## config.mk

```make
export PLATFORM = sky130hd
export DESIGN_NAME = dbg_clock_gen
export DESIGN_NICKNAME = d
export VERILOG_FILES = /design/src/rtl/dbg_clock_gen.sv
export SDC_FILE = /design/constraint.sdc
export NUM_CORES = 1
export LEC_CHECK = 0
export CORE_MARGIN = 2
export CORE_UTILIZATION = 50
export DETAILED_ROUTE_END_ITERATION = 10
export PLACE_DENSITY = 0.68
export SYNTH_ARGS = -nofsm -noshare
export SYNTH_HDL_FRONTEND = slang
export SYNTH_SLANG_ARGS = --single-unit
```

## constraint.sdc

```tcl
create_clock -name clk -period 3.24 [get_ports clk]
set_clock_uncertainty 0.05 [all_clocks]
set_input_delay 0.486 -clock clk [delete_from_list [all_inputs] [get_ports clk]]
set_output_delay 0.486 -clock clk [all_outputs]
set_load 0.005 [all_outputs]
```

## src/rtl/dbg_clock_gen.sv

```systemverilog
// Debug clock generator: produces a glitch-free registered dbg_clk from the board clock,
// either one debounced single step at a time or free-running at a divided rate.

module dbg_clock_gen_debounce #(
    parameter int CYCLES = 50000
) (
    input  logic clk,
    input  logic rst,
    input  logic raw,
    output logic level
);
    localparam int CW = (CYCLES > 1) ? $clog2(CYCLES) : 1;
    localparam logic [CW-1:0] LAST = CW'(CYCLES - 1);

    logic [1:0]    sync;
    logic [CW-1:0] cnt;

    // Any sample that agrees with the accepted level restarts the stability count.
    always_ff @(posedge clk or posedge rst) begin
        if (rst) begin
            sync  <= '0;
            cnt   <= '0;
            level <= 1'b0;
        end else begin
            sync <= {sync[0], raw};
            if (sync[1] == level) begin
                cnt <= '0;
            end else if (cnt == LAST) begin
                level <= sync[1];
                cnt   <= '0;
            end else begin
                cnt <= cnt + 1'b1;
            end
        end
    end
endmodule

module dbg_clock_gen #(
    parameter int DEBOUNCE_CYCLES = 50000,
    parameter int PULSE_CYCLES    = 4,
    parameter int RUN_HALF        = 6000000
) (
    input  logic        clk,
    input  logic        rst,
    input  logic        btn_step,
    input  logic        run,
    input  logic        halt,
    output logic        dbg_clk,
    output logic        step_busy,
    output logic [15:0] cycle_count
);
    localparam int PW  = (PULSE_CYCLES > 1) ? $clog2(PULSE_CYCLES) : 1;
    localparam int RW  = (RUN_HALF > 1) ? $clog2(RUN_HALF) : 1;
    localparam int PHW = (PW > RW) ? PW : RW;
    localparam logic [PHW-1:0] PULSE_LAST = PHW'(PULSE_CYCLES - 1);
    localparam logic [PHW-1:0] RUN_LAST   = PHW'(RUN_HALF - 1);

    typedef enum logic [1:0] {IDLE, STEP_HI, STEP_LO, RUN} state_t;

    state_t         state;
    logic [PHW-1:0] phase;
    logic           step_level;
    logic           step_level_q;
    logic           run_level;
    logic           step_req;

    dbg_clock_gen_debounce #(.CYCLES(DEBOUNCE_CYCLES)) u_step_db (
        .clk   (clk),
        .rst   (rst),
        .raw   (btn_step),
        .level (step_level)
    );

    dbg_clock_gen_debounce #(.CYCLES(DEBOUNCE_CYCLES)) u_run_db (
        .clk   (clk),
        .rst   (rst),
        .raw   (run),
        .level (run_level)
    );

    assign step_req = step_level & ~step_level_q;

    // Every dbg_clk rising edge is issued from exactly one branch below, which also bumps cycle_count.
    always_ff @(posedge clk or posedge rst) begin
        if (rst) begin
            state        <= IDLE;
            phase        <= '0;
            dbg_clk      <= 1'b0;
            step_busy    <= 1'b0;
            cycle_count  <= '0;
            step_level_q <= 1'b0;
        end else begin
            step_level_q <= step_level;
            case (state)
                IDLE: begin
                    phase <= '0;
                    if (run_level && !halt) begin
                        state       <= RUN;
                        dbg_clk     <= 1'b1;
                        cycle_count <= cycle_count + 1'b1;
                    end else if (step_req) begin
                        state       <= STEP_HI;
                        dbg_clk     <= 1'b1;
                        step_busy   <= 1'b1;
                        cycle_count <= cycle_count + 1'b1;
                    end
                end
                STEP_HI: begin
                    if (phase == PULSE_LAST) begin
                        state   <= STEP_LO;
                        dbg_clk <= 1'b0;
                        phase   <= '0;
                    end else begin
                        phase <= phase + 1'b1;
                    end
                end
                STEP_LO: begin
                    if (phase == PULSE_LAST) begin
                        state     <= IDLE;
                        step_busy <= 1'b0;
                        phase     <= '0;
                    end else begin
                        phase <= phase + 1'b1;
                    end
                end
                RUN: begin
                    // Stop decisions are only taken at the end of a full low half.
                    if (phase == RUN_LAST) begin
                        phase <= '0;
                        if (dbg_clk) begin
                            dbg_clk <= 1'b0;
                        end else if (!run_level || halt) begin
                            state <= IDLE;
                        end else begin
                            dbg_clk     <= 1'b1;
                            cycle_count <= cycle_count + 1'b1;
                        end
                    end else begin
                        phase <= phase + 1'b1;
                    end
                end
                default: begin
                    state   <= IDLE;
                    dbg_clk <= 1'b0;
                end
            endcase
        end
    end
endmodule

```

==> impl_metrics.env <==
export IMPL_status="complete, no violations"
export IMPL_ys_types=42
export IMPL_crit_slowest_cell="or4bb_1"
export IMPL_start_kind="flip-flop"
export IMPL_cp_top_family="simple AND/OR/NAND/NOR gates"
export IMPL_setup_tns_ns=0
export IMPL_worstMarginPinSlew_ns=0.812
export IMPL_worstPathArrival_ns=2.53
export IMPL_wire_per_inst_um=13.3
export IMPL_final_hold_viol_count=0
export IMPL_r2r_start="state[0]"
export IMPL_rows=32
export IMPL_critPathRequiredTime_ns=3.42
export IMPL_drv_slew=0
export IMPL_clk_latency_ns=0.34
export IMPL_critPathMaxStageDelay_ns=0.51
export IMPL_vdd_drop_max_v=0.000282
export IMPL_ctsHoldBuffers=0
export IMPL_avgSynthCellArea_um2=10.2
export IMPL_final_util_pct=58.7
export IMPL_timing_final_crit_period_ns=2.35
export IMPL_rsz0062_at_grt="false"
export IMPL_fp_dieW_um=93.3
export IMPL_syn_to_final_growth_pct=13.7
export IMPL_cts_root_buffer="clkbuf_8"
export IMPL_initial_core_util_pct=51.6
export IMPL_cts_resized_gates=0
export IMPL_power_leakage_uw=0.00192
export IMPL_nNetsFinal=433
export IMPL_cts_tree="yes"
export IMPL_final_period_utilization_pct=72.5
export IMPL_path_class="reg -> reg"
export IMPL_syn_inst=392
export IMPL_portBuffers=22
export IMPL_synth_ff_type="dfrtp_1"
export IMPL_crit_end="cycle_count[1]"
export IMPL_r2r_end="cycle_count[1]"
export IMPL_grt_max_degree=47
export IMPL_powerDensity_nw_per_um2=405
export IMPL_syn_area_um2=3990
export IMPL_grt_usage_pct=17.9
export IMPL_ctsHtreeMaxLevel=3
export IMPL_drive_above_1_share_pct=6.60
export IMPL_min_delay_path_class="reg -> reg"
export IMPL_r2r_cells=6
export IMPL_ff2ff_setup_slack_ns=0.89
export IMPL_cp_buffers_inverters=0
export IMPL_ys_warn_count=0
export IMPL_endpoint_kind="flip-flop"
export IMPL_cts_buffers=9
export IMPL_clkTransAtPathRegs_ns=0.08
export IMPL_layout_commonest_cell="dfrtp_1"
export IMPL_max_freq_mhz=426
export IMPL_finalSetupViolCount=0
export IMPL_grt_pass1_wl_um=12400
export IMPL_via_per_inst=5.33
export IMPL_pin_count=23
export IMPL_yosys_register_bits=82
export IMPL_synth_enable_flop_cells=0
export IMPL_num_vias=2802
export IMPL_place_congestion=0.814
export IMPL_core_area_um2=7730
export IMPL_syn_num_nets=406
export IMPL_synth_async_sr_flop_share_pct=100
export IMPL_place_hpwl_um=4850
export IMPL_crit_start="state[0]"
export IMPL_die_area_um2=8710
export IMPL_relSlewSlack_pct=45.4
export IMPL_final_cell_mix="dfrtp_1 (82), nor2_1 (62), xnor2_1 (35)"
export IMPL_drtPass1Iterations=4
export IMPL_first_iter_violations=135
export IMPL_hp_start="u_step_db.sync[0]"
export IMPL_critical_path_depth=6
export IMPL_drtAntennaViolNets=0
export IMPL_yosysSeqAreaShare_pct=51.5
export IMPL_holdWs_ns=0.310
export IMPL_finalWirelength_um=6980
export IMPL_drcViolationCount=0
export IMPL_grt_antenna_before_repair=0
export IMPL_grt_overflow_total=0
export IMPL_crit_path_cell_trace="ha_1 > or4bb_1 > nor4_2 > a22o_2 > nand2_1 > mux2_1"
export IMPL_chipHeight_um=93.3
export IMPL_cap_violations=0
export IMPL_diodes=0
export IMPL_post_cts_buffers=0
export IMPL_clockBufferDepth=2
export IMPL_cp_max_fo=15
export IMPL_first_global_vias=2666
export IMPL_cts_num_sinks=82
==> state kept, by name (all words and copies together) (netlist names), 2 cells and up <==
register / flops
state: 2
u_run_db.sync: 2
u_step_db.cnt: 16
u_step_db.sync: 2
phase: 23
cycle_count: 16
u_run_db.cnt: 16
==> where the power goes <==
part | internal [uW] | total [uW] | switching (uW)
clock | 397 | 755 | 358
combinational | 13.3 | 43.2 | 30.0
sequential | 1030 | 1040 | 6.42
total | 1440 | 1840 | 394
==> area by class of cell <==
type	count	area (um2)
tap	102	128
clock inverter	4	50.0
clock buffer	12	155
multi-input combinational	292	1860
timing repair buffer	24	248
sequential	82	2050
inverter	10	38.8
fill	648	3190
==> cells in the mapped netlist (all sizes together), types with 4 or more instances <==
master | number | area (um2)
inv | 10 | 37.5
nor4 | 6 | 43.8
nand3 | 31 | 155
nand2 | 23 | 86.3
nand4 | 21 | 131
ha | 9 | 113
clkbuf | 5 | 18.8
and3 | 18 | 113
xnor2 | 35 | 307
mux2 | 4 | 48.8
nor2 | 62 | 233
dfrtp | 82 | 2050
and2 | 4 | 25.0
xor2 | 31 | 272
nor3 | 14 | 70.1
==> per-layer routing <==
layer	GRT usage [%]	vias up	routed length, um
li1	-	1397	-
met1	26.4	1345	3630
met2	25.8	52	3000
met3	3.14	8	236
met4	7.97	0	118
met5	0	-	0
==> cell families (layout without fill, tap and decap cells) <==
| kind of cell | Yosys count | in the layout | synth area share (%) |
|---|---|---|---|
| AO/OA/AOI/OAI | 14 | 14 | 2.64 |
| XOR/XNOR | 66 | 66 | 14.5 |
| adder cells (fa/ha/maj) | 9 | 9 | 2.82 |
| buffers and inverters | 18 | 50 | 1.85 |
| flip-flops | 82 | 82 | 51.5 |
| multiplexers | 6 | 6 | 1.73 |
| AND/OR/NAND/NOR | 197 | 197 | 25.0 |
==> worst min-delay path by stage <==
stage | slack (ns) | end | depth (start not counted)
after floorplan | 0.28 | u_run_db.sync[1] | 0
after global placement | 0.29 | u_step_db.sync[1] | 0
after detailed placement | 0.29 | u_step_db.sync[1] | 0
after CTS | 0.31 | u_step_db.sync[1] | 0
after global routing | 0.33 | u_step_db.sync[1] | 0
final | 0.31 | u_step_db.sync[1] | 0
==> worst register-to-register path, delay by kind of cell (launching register included) <==
kind,cells,cell delay (ns)
compound gates,1,0.35
fa+ha+maj,1,0.26
mux,1,0.32
simple gates,3,0.84
flops,1,0.41
==> stage by stage <==
step           setup WS [ns]  cells  power, uW  instance area [um2]
2_1_floorplan          0.596    392       1080                 3990
3_3_place_gp           0.621    510       1100                 4330
3_5_place_dp           0.585    510       1100                 4330
4_1_cts                0.870    526       1870                 4530
5_1_grt                0.609    526       1910                 4530
6_report               0.890    526       1840                 4530
Note: power is estimated with default switching activity, not from simulation.
